--- src/rtl/pair_dist_engine.sv ---
// Minimum/maximum absolute pair-distance engine: loads a window of data memory
// into a local buffer, then evaluates every unordered pair at one pair per cycle.
module pair_dist_engine #(
    parameter int W     = 8,
    parameter int AW    = 8,
    parameter int MAX_N = 32,
    localparam int CW   = $clog2(MAX_N + 1),
    localparam int PW   = $clog2(MAX_N * (MAX_N - 1) / 2 + 1)
) (
    input  logic          clk,
    input  logic          reset,
    input  logic          start,
    input  logic [AW-1:0] base_addr,
    input  logic [CW-1:0] count,
    input  logic          mode,
    output logic [AW-1:0] mem_addr,
    output logic          mem_rd,
    input  logic [W-1:0]  mem_rdata,
    output logic          busy,
    output logic          done,
    output logic [W-1:0]  result,
    output logic [PW-1:0] pairs
);

    localparam int IW = (MAX_N > 1) ? $clog2(MAX_N) : 1;

    typedef enum logic [2:0] {
        ST_IDLE  = 3'd0,
        ST_LOAD  = 3'd1,
        ST_DRAIN = 3'd2,
        ST_SCAN  = 3'd3,
        ST_DONE  = 3'd4
    } state_t;

    function automatic logic [W-1:0] abs_diff(input logic [W-1:0] a, input logic [W-1:0] b);
        logic [W:0] diff;
        diff = {1'b0, a} - {1'b0, b};
        if (diff[W]) begin
            abs_diff = b - a;
        end else begin
            abs_diff = diff[W-1:0];
        end
    endfunction

    state_t        state_r;
    state_t        state_next_s;
    logic [AW-1:0] mem_addr_r;
    logic          mem_rd_r;
    logic          busy_r;
    logic          done_r;
    logic [W-1:0]  result_r;
    logic [PW-1:0] pairs_r;
    logic [W-1:0]  acc_r;
    logic [PW-1:0] pcnt_r;
    logic          mode_r;
    logic [CW-1:0] n_r;
    logic [IW-1:0] ld_idx_r;
    logic [IW-1:0] k_r;
    logic [IW-1:0] j_r;
    logic [W-1:0]  buf_r [MAX_N];

    logic [CW-1:0] n_in_s;
    logic [IW-1:0] last_idx_s;
    logic          start_ok_s;
    logic          load_last_s;
    logic          scan_last_s;
    logic          row_end_s;
    logic          early_exit_s;
    logic          better_s;
    logic [W-1:0]  dist_s;

    // Run-control decode and pair datapath
    always_comb begin
        n_in_s       = (count > CW'(MAX_N)) ? CW'(MAX_N) : count;
        last_idx_s   = IW'(n_r - CW'(1));
        // the done_r term blocks a start landing in the completion cycle
        start_ok_s   = start && (state_r == ST_IDLE) && !done_r;
        load_last_s  = (ld_idx_r == last_idx_s);
        dist_s       = abs_diff(buf_r[k_r], buf_r[j_r]);
        row_end_s    = (j_r == (k_r - IW'(1)));
        scan_last_s  = (k_r == last_idx_s) && row_end_s;
        early_exit_s = !mode_r && (dist_s == {W{1'b0}});
        if (mode_r) begin
            better_s = (dist_s > acc_r);
        end else begin
            better_s = (dist_s < acc_r);
        end
    end

    // Next-state logic
    always_comb begin
        state_next_s = state_r;
        case (state_r)
            ST_IDLE: begin
                if (start_ok_s) begin
                    state_next_s = (n_in_s >= CW'(2)) ? ST_LOAD : ST_DONE;
                end else begin
                    state_next_s = ST_IDLE;
                end
            end
            ST_LOAD: begin
                if (load_last_s) begin
                    state_next_s = ST_DRAIN;
                end else begin
                    state_next_s = ST_LOAD;
                end
            end
            ST_DRAIN: state_next_s = ST_SCAN;
            ST_SCAN: begin
                if (early_exit_s || scan_last_s) begin
                    state_next_s = ST_DONE;
                end else begin
                    state_next_s = ST_SCAN;
                end
            end
            ST_DONE: state_next_s = ST_IDLE;
            default: state_next_s = ST_IDLE;
        endcase
    end

    // State, run context, counters and registered outputs
    always_ff @(posedge clk or negedge reset) begin
        if (!reset) begin
            state_r    <= ST_IDLE;
            mem_addr_r <= {AW{1'b0}};
            mem_rd_r   <= 1'b0;
            busy_r     <= 1'b0;
            done_r     <= 1'b0;
            result_r   <= {W{1'b0}};
            pairs_r    <= {PW{1'b0}};
            acc_r      <= {W{1'b0}};
            pcnt_r     <= {PW{1'b0}};
            mode_r     <= 1'b0;
            n_r        <= {CW{1'b0}};
            ld_idx_r   <= {IW{1'b0}};
            k_r        <= {IW{1'b0}};
            j_r        <= {IW{1'b0}};
        end else begin
            state_r <= state_next_s;
            busy_r  <= (state_next_s == ST_LOAD) || (state_next_s == ST_DRAIN) ||
                       (state_next_s == ST_SCAN);
            done_r  <= (state_r == ST_DONE);
            case (state_r)
                ST_IDLE: begin
                    if (start_ok_s) begin
                        mode_r     <= mode;
                        n_r        <= n_in_s;
                        acc_r      <= mode ? {W{1'b0}} : {W{1'b1}};
                        pcnt_r     <= {PW{1'b0}};
                        ld_idx_r   <= {IW{1'b0}};
                        mem_addr_r <= base_addr;
                        mem_rd_r   <= (n_in_s >= CW'(2));
                    end
                end
                ST_LOAD: begin
                    ld_idx_r <= ld_idx_r + IW'(1);
                    if (load_last_s) begin
                        mem_rd_r <= 1'b0;
                    end else begin
                        mem_rd_r   <= 1'b1;
                        mem_addr_r <= mem_addr_r + AW'(1);
                    end
                end
                ST_DRAIN: begin
                    k_r <= IW'(1);
                    j_r <= {IW{1'b0}};
                end
                ST_SCAN: begin
                    pcnt_r <= pcnt_r + PW'(1);
                    if (better_s) begin
                        acc_r <= dist_s;
                    end
                    if (row_end_s) begin
                        k_r <= k_r + IW'(1);
                        j_r <= {IW{1'b0}};
                    end else begin
                        j_r <= j_r + IW'(1);
                    end
                end
                ST_DONE: begin
                    result_r <= acc_r;
                    pairs_r  <= pcnt_r;
                end
                default: begin
                    mode_r <= mode_r;
                end
            endcase
        end
    end

    // Element buffer: read data trails its address by one cycle
    always_ff @(posedge clk) begin
        if ((state_r == ST_LOAD) && (ld_idx_r != {IW{1'b0}})) begin
            buf_r[ld_idx_r - IW'(1)] <= mem_rdata;
        end else if (state_r == ST_DRAIN) begin
            buf_r[last_idx_s] <= mem_rdata;
        end
    end

    assign mem_addr = mem_addr_r;
    assign mem_rd   = mem_rd_r;
    assign busy     = busy_r;
    assign done     = done_r;
    assign result   = result_r;
    assign pairs    = pairs_r;

endmodule

--- config.mk ---
export PLATFORM = sky130hd
export DESIGN_NAME = pair_dist_engine
export DESIGN_NICKNAME = d
export VERILOG_FILES = /design/src/rtl/pair_dist_engine.sv
export SDC_FILE = /design/constraint.sdc
export NUM_CORES = 1
export LEC_CHECK = 0
export CORE_UTILIZATION = 40
export DETAILED_ROUTE_END_ITERATION = 8
export DONT_BUFFER_PORTS = 1
export GPL_ROUTABILITY_DRIVEN = 0
export PLACE_DENSITY = 0.58
export SLEW_MARGIN = 5
export SYNTH_ARGS = -nofsm -noshare
export SYNTH_HDL_FRONTEND = slang
export SYNTH_SLANG_ARGS = --single-unit
--- constraint.sdc ---
create_clock -name clk -period 5.5 [get_ports clk]
set_clock_uncertainty 0.1 [all_clocks]
set_input_delay 1.1 -clock clk [delete_from_list [all_inputs] [get_ports clk]]
set_output_delay 1.1 -clock clk [all_outputs]
set_load 0.02 [all_outputs]
== Word level (Yosys, flattened, before mapping) ==
Memory sizes are Yosys's and may differ from the RTL's.
Index checks and enable logic that the tools add are counted.

* $add $sub $neg: 10
* Multiply operators: 0
* Div/mod/pow operators: 0
* Magnitude comparators: 4
* Equality and inequality tests: 14
* Shift-type cells: 0
* Muxes and demuxes: 34
* Bitwise operators: 0
* Reduce and logical (&&, ||, !) cells: 23

{| class="wikitable"
|+ Operators by type and width
! kind !! number
|-
| two-way mux 8 bit || 7
|-
| case mux 8 bit (2 select lines) || 2
|-
| case mux 5 bit (2 select lines) || 3
|-
| two-way mux 5 bit || 4
|-
| case mux 9 bit (2 select lines) || 1
|-
| adder 5 x 1 -> 5 bit (second input constant) || 3
|-
| equality test 5 bit || 3
|-
| subtractor 5 x 1 -> 5 bit (second input constant) || 3
|-
| equality test 3 x 2 -> 1 bit (second input constant) || 4
|-
| case mux 3 bit (4 select lines) || 1
|-
| adder 9 x 1 -> 9 bit (second input constant) || 1
|-
| two-way mux 1 bit || 9
|-
| two-way mux 3 bit || 3
|-
| two-way mux 9 bit || 1
|-
| subtractor 8 x 8 -> 9 bit || 1
|-
| adder 8 x 1 -> 8 bit (second input constant) || 1
|-
| > comparator 8 bit || 1
|-
| logical NOT 8 bit || 1
|-
| less-than comparator 8 bit || 1
|-
| != test 2 bit (second input constant) || 4
|-
| AND reduction 2 bit || 4
|-
| OR reduction 8 bit || 1
|-
| subtractor 8 bit || 1
|-
| equality test 3 x 1 -> 1 bit (second input constant) || 2
|-
| other kinds (13) || 23
|}

* Flip-flop bits (word level): 69
* Latch bits: 0
* RAM bits: 256
* ROM bits: 0
* Input bits: 26
* Output and inout port bits: 28
* Logic and storage cells: 100
* Memories: 1

{| class="wikitable"
|+ Memory list
! name !! words !! width !! rd ports !! clocked after Yosys merged registers in !! write ports !! RTL line !! text
|-
| buf_r || 32 || 8 || 2 || 0 || 1 || 60 || <nowiki>logic [W-1:0] buf_r [MAX_N];</nowiki>
|}

== Logic depth before layout (Yosys ltp) ==
An unclocked memory read counts as a cell.

* Word-level depth: 11
* Mapped depth: 24

== Worst setup path after synthesis ==
No wires, ideal clock.

* Path kind: reg-to-reg
* Start: register k_r[0]
* End: register acc_r[0]
* Library setup time: 0.125 ns
* Arrival time: 5.788 ns
* Required time: 5.275 ns
* Slack: -0.513 ns
* Stages on the path, launching flop included: 22
* Path buffers: 3
* Cell sequence: dfrtp_1 -> clkbuf_1 -> buf_2 -> buf_2 -> mux4_2 -> mux4_2 -> mux2_2 -> ha_1 -> a21o_2 -> a31o_2 -> o221a_2 -> a21oi_1 -> xnor2_1 -> inv_1 -> ha_1 -> a21oi_1 -> nor2b_1 -> o21ai_0 -> nand2b_1 -> or3_1 -> a31oi_2 -> mux2_2

* Cells in the longest elaborated chain, start to end: 7
* Elaborated cells on any way between the ends: 11

{| class="wikitable"
|+ Ends and longest elaborated chain
! element !! RTL line !! text
|-
| from (decl) || 58 || <nowiki>logic [IW-1:0] k_r;</nowiki>
|-
| from (signal assigned) || 136 || <nowiki>k_r <= {IW{1'b0}};</nowiki>
|-
| from (signal assigned) || 174 || <nowiki>k_r <= k_r + IW'(1);</nowiki>
|-
| memory (32 x 8 bit) (*) || - ||
|-
| subtractor 8 x 8 -> 9 bit / subtractor 8 bit (equally long branches) || 37, 39 ||
|-
| two-way mux 8 bit (*) || 38 || <nowiki>if (diff[W]) begin</nowiki>
|-
| less-than comparator 8 bit / > comparator 8 bit (equally long branches) || 86, 84 ||
|-
| two-way mux 1 bit || 83 || <nowiki>if (mode_r) begin</nowiki>
|-
| != test 2 bit (no source line) || - ||
|-
| AND reduction 3 bit (no source line) || - ||
|-
| to (signal assigned) || 131 || <nowiki>acc_r <= {W{1'b0}};</nowiki>
|-
| to (signal assigned) || 148 || <nowiki>acc_r <= mode ? {W{1'b0}} : {W{1'b1}};</nowiki>
|-
| to (signal assigned) || 171 || <nowiki>acc_r <= dist_s;</nowiki>
|-
| to (decl) || 53 || <nowiki>logic [W-1:0] acc_r;</nowiki>
|}

Mark *: on every way between the ends. The rest lies on a longest branch, timed or not. The select of a mux whose other input is x is not followed.
A chain may end at the register's enable or synchronous reset.

== Final worst setup path ==
* Start: register j_r[0]
* End: register acc_r[0]

* Cells in the longest elaborated chain, start to end: 7
* Elaborated cells on any way between the ends: 11

{| class="wikitable"
|+ Ends and longest elaborated chain
! element !! RTL line !! text
|-
| from (decl) || 59 || <nowiki>logic [IW-1:0] j_r;</nowiki>
|-
| from (signal assigned) || 137 || <nowiki>j_r <= {IW{1'b0}};</nowiki>
|-
| from (signal assigned) || 166 || <nowiki>j_r <= {IW{1'b0}};</nowiki>
|-
| from (signal assigned) || 175 || <nowiki>j_r <= {IW{1'b0}};</nowiki>
|-
| memory (32 x 8 bit) (*) || - ||
|-
| subtractor 8 x 8 -> 9 bit / subtractor 8 bit (equally long branches) || 37, 39 ||
|-
| two-way mux 8 bit (*) || 38 ||
|-
| less-than comparator 8 bit / > comparator 8 bit (equally long branches) || 86, 84 ||
|-
| two-way mux 1 bit || 83 ||
|-
| != test 2 bit (no source line) || - ||
|-
| AND reduction 3 bit (no source line) || - ||
|}

Marks and branches as above.

==> reports/qor.log <==
[placement] Worst Setup Slack post-DPL 0.0314 ns
[cells_and_area] Layout fillers 3326
[sta] final clock period utilization by the worst path 96.9%
[synth] post-synthesis share of cell area spent on xor and xnor gates 1.77%
[sta] count of endpoints failing hold in the final timing report 0
[grt] first-pass GRT wire length 62300 microns
[synth] compound-gate portion of the synthesized area 4.87%
[grt] via count of the first global-routing pass 9892
[clock_network] CTS tree built
[hold_path] type of the tightest min-delay check in -> async
[sta] measured slew at the worst slew-check pin 1.27 ns
[clock_network] root buffer selected by CTS sky130_fd_sc_hd__clkbuf_16
[critical_path] data required time at the worst endpoint 5.82 ns
[die] I/O pin cnt 54
[die] core outline area 40100 sq um
[sta] min setup slack post-route 0.168 ns
[grt] leftover overflow at the end of global routing 0
[power] total power divided by cell area 658 nW/um^2
[synth] sequential share of the synthesized area 57.3%
[power] Power Internal 8.05 mW
[detailed_routing] Iteration-0 DRC Markers 859
[critical_path] r2r setup slk 0.17 ns
[critical_path] RR Endpoint acc_r[0]$_DFFE_PN0P_
[power] combinational fraction of design power 53.9%
[synth] cell area after synthesis 16400 sq um
[synth] number of register bits inferred by synthesis 325
[detailed_routing] WL final 42400 microns
[detailed_routing] length of routed met3 wiring 2750 microns
[placement] half-perimeter wire length of the detailed placement result 26900 microns
[placement] # placed instances 1564
[synth] gate count after technology mapping 1034
[synth] simple-gate share of the synthesized area 6.11%
[synth] Synth Net Count 1093
[synth] post-synthesis async set-or-reset flop share 21.2%
[critical_path] worst setup path class reg -> reg
[clock_network] maximum count of clock buffers along a single path 3
[clock_network] number of sinks driven by the clock tree 325
[critical_path] launching element type of the critical path flip-flop
[outcome] outcome completed
[cells_and_area] Cell Count, Final, Fillers Out 1674
[die] number of cell rows 73
[die] DIE AREA 41900 sq um
[detailed_routing] vias 9784
[sta] Setup-failing EPs final 0
[cells_and_area] synthesis-to-layout area growth 19.0%
[clock_network] clock transition at the registers of the reported paths 0.06 ns
[clock_network] source-to-sink clock delay at the later pin of the worst-skew pair 0.56 ns
[synth] Post-Synthesis Mean Instance Area 15.9 sq um
[power] clock network fraction of total power 19.5%
[synth] Post-synth EDFFs 256
[sta] Slew headroom 14.9%
[power] reported net switching power 4.81 mW
[power] relative contribution of sequential cells to total power 26.6%
[synth] main combinational cell family by area after synthesis multiplexers
[grt] overall global routing resource usage 20.2%
[critical_path] kind of end point of the critical path flip-flop
[cells_and_area] fraction of layout instances using a drive strength above 1 35.2%
[detailed_routing] met2 wire length 20700 microns
[power] post-layout total power 12.9 mW
[cells_and_area] post-layout net count 1182
[die] horizontal extent of the die 205 microns
[sta] Pins Over Slew Limit 0
[die] Initial Util 41.0%
[power] Leak 6.81 nW
[power] peak ir drop on the vdd network 0.000421 V
[synth] dominant register cell in the synthesized netlist sky130_fd_sc_hd__edfxtp_1
[detailed_routing] average via count per standard cell 5.84
[clock_network] maximum level of the CTS H-tree 2
[detailed_routing] length of the first detailed-routing pass in iterations 5
[synth] proportion of synthesized area in mux cells 24.8%
[grt] maximum number of pins on one net before global-route repair 70
[sta] Post-Route Hold Slack 0.141 ns
[detailed_routing] routed length on met1 17800 microns
[sta] Final min period 5.33 ns
[detailed_routing] number of design rule violations left after detail routing 0
[clock_network] clock buffers created by TritonCTS 37
[cells_and_area] antenna fix cells 0
[die] height of the die 205 microns
[run] number of max-capacitance violations reported 0
[synth] number of warnings reported in the yosys synthesis log 0
[critical_path] arrival time at the worst endpoint 5.66 ns
[critical_path] launch instance of the worst register-to-register path j_r[0]$_DFFE_PN0P_
[placement] cell area after placement 17500 sq um
[critical_path] maximum fanout along the worst path 8
[power] Switching Share 37.4%
[placement] I/O Buffers 0
[synth] unique cell type count in the Yosys netlist 65
[sta] highest clock frequency the design can meet 188 MHz
[detailed_routing] number of antenna-violating nets in the routed design 0
[detailed_routing] topmost layer with routed signal wires met4
[critical_path] Worst Reg-to-Reg Cells 20
[cells_and_area] cell area after layout 19500 sq um
[detailed_routing] average detailed-routed wire length per instance 25.3 microns
[grt] antenna violations before repair 2
[synth] Post-Synth Adder-Cell Area 2.60%
-- power groups by stage --
stage                     combinational [mW]  clock (mW)  sequential (mW)
after floorplan                         4.07           0             3.33
after detailed placement                5.92           0             3.48
final                                   6.94        2.51             3.42
after global placement                  5.85           0             3.47
after global routing                    7.52        2.65             3.47
after CTS                               5.94        2.56             3.43
-- worst max-delay path, cell delays in order (launching register included) --
cell and delay (ns):
sky130_fd_sc_hd__dfrtp_4 0.49, sky130_fd_sc_hd__buf_12 0.16, sky130_fd_sc_hd__clkbuf_16 0.17, sky130_fd_sc_hd__buf_4 0.14
sky130_fd_sc_hd__buf_4 0.13, sky130_fd_sc_hd__mux4_2 0.40, sky130_fd_sc_hd__mux4_2 0.53, sky130_fd_sc_hd__mux2i_2 0.20
sky130_fd_sc_hd__inv_1 0.10, sky130_fd_sc_hd__ha_4 0.30, sky130_fd_sc_hd__nand4_1 0.16, sky130_fd_sc_hd__a21o_1 0.30
sky130_fd_sc_hd__buf_4 0.17, sky130_fd_sc_hd__a211o_1 0.28, sky130_fd_sc_hd__o211a_1 0.15, sky130_fd_sc_hd__ha_1 0.29
sky130_fd_sc_hd__o21ai_0 0.08, sky130_fd_sc_hd__a21oi_1 0.11, sky130_fd_sc_hd__or3_4 0.34, sky130_fd_sc_hd__a31oi_4 0.28
sky130_fd_sc_hd__mux2_4 0.32
-- synth_stat cells, types with 3 or more instances --
master	number	share of area (%)
sky130_fd_sc_hd__a211oi_1	4	0.18
sky130_fd_sc_hd__a21o_1	5	0.23
sky130_fd_sc_hd__a21oi_1	33	1.0
sky130_fd_sc_hd__a31oi_1	6	0.23
sky130_fd_sc_hd__a32oi_1	4	0.21
sky130_fd_sc_hd__and2_1	7	0.27
sky130_fd_sc_hd__and3_1	8	0.30
sky130_fd_sc_hd__buf_1	16	0.37
sky130_fd_sc_hd__buf_2	10	0.30
sky130_fd_sc_hd__clkbuf_1	36	0.82
sky130_fd_sc_hd__dfrtp_1	69	11
sky130_fd_sc_hd__edfxtp_1	256	47
sky130_fd_sc_hd__ha_1	31	2.4
sky130_fd_sc_hd__inv_1	40	0.91
sky130_fd_sc_hd__mux2_2	22	1.5
sky130_fd_sc_hd__mux2i_1	22	1.3
sky130_fd_sc_hd__mux4_2	160	22
sky130_fd_sc_hd__nand2_1	50	1.1
sky130_fd_sc_hd__nand2b_1	4	0.15
sky130_fd_sc_hd__nand3_1	23	0.70
sky130_fd_sc_hd__nand3b_1	7	0.32
sky130_fd_sc_hd__nand4_1	8	0.30
sky130_fd_sc_hd__nor2_1	68	1.6
sky130_fd_sc_hd__nor2b_1	7	0.27
sky130_fd_sc_hd__nor3_1	7	0.21
sky130_fd_sc_hd__nor3b_1	3	0.14
sky130_fd_sc_hd__o21a_1	5	0.23
sky130_fd_sc_hd__o21ai_0	44	1.3
sky130_fd_sc_hd__o22a_1	3	0.16
sky130_fd_sc_hd__or3_1	5	0.19
sky130_fd_sc_hd__or4_1	3	0.14
sky130_fd_sc_hd__xnor2_1	21	1.1
sky130_fd_sc_hd__xor2_1	7	0.37
-- routing by layer --
metal / vias to the layer above / GRT usage, %
li1: 4310 / -
met5: - / 0
met2: 310 / 33.1
met4: 0 / 5.78
met1: 5102 / 27.1
met3: 62 / 4.36
-- layout make-up --
class | count | area [sq um] | area share, %
clock inverter | 19 | 246 | 1.26
clock buffer | 46 | 980 | 5.01
sequential | 325 | 9420 | 48.2
timing repair buffer | 114 | 1190 | 6.10
inverter | 42 | 158 | 0.807
multi-input combinational | 603 | 6890 | 35.2
tap | 525 | 657 | 3.36
-- stage by stage --
stage,setup TNS (ns),utilization (%)
6_report,0,48.7
5_1_grt,-0.224,48.7
4_1_cts,0,46.7
3_5_place_dp,0,43.7
3_3_place_gp,0,43.7
2_1_floorplan,0,-
-- state kept, by name (all words and copies together), names as in the netlist --
name	count
state_r	3
k_r	5
n_r	5
result	8
mem_addr	8
mode_r	1
busy	1
pairs	9
pcnt_r	9
acc_r	8
ld_idx_r	5
j_r	5
done	1
mem_rd	1
buf_r	256
-- logic make-up after synthesis --
kind of cell | after synthesis
adder cells (fa/ha/maj) | 33
AO/OA/AOI/OAI | 127
flip-flops | 325
buffers and inverters | 106
multiplexers | 204
XOR/XNOR | 30
AND/OR/NAND/NOR | 209
-- timing repair --
item,CTS,global route
resized for setup,0,57
hold buffers,0,0
setup buffers,0,37
endpoints found under the setup margin,0,8
-- layout by cell type, fill, tap and decap left out, drive strengths merged, types with 9 or more instances in the layout --
cell type and instances:
edfxtp 256, mux4 160, buf 107, nor2 69, dfrtp 69, clkbuf 53
nand2 50, o21ai 47, inv 44, a21oi 33, ha 31, nand3 23
mux2 22, mux2i 22, xnor2 21, clkinv 13, and3 9
-- worst max path at each step --
stage / startpoint / end / slack [ns] / cells past startpoint
global route: j_r[0]$_DFFE_PN0P_ / acc_r[3]$_DFFE_PN0P_ / -0.06 / 23
detailed placement: j_r[0]$_DFFE_PN0P_ / acc_r[1]$_DFFE_PN0P_ / 0.03 / 23
global placement: k_r[0]$_DFFE_PN0P_ / acc_r[5]$_DFFE_PN0P_ / 0.05 / 21
floorplan: j_r[0]$_DFFE_PN0P_ / acc_r[0]$_DFFE_PN0P_ / 0.004 / 23
CTS: k_r[0]$_DFFE_PN0P_ / acc_r[5]$_DFFE_PN0P_ / 0.02 / 21
finish: j_r[0]$_DFFE_PN0P_ / acc_r[0]$_DFFE_PN0P_ / 0.17 / 20
Note: power is estimated with default switching activity, not from simulation.
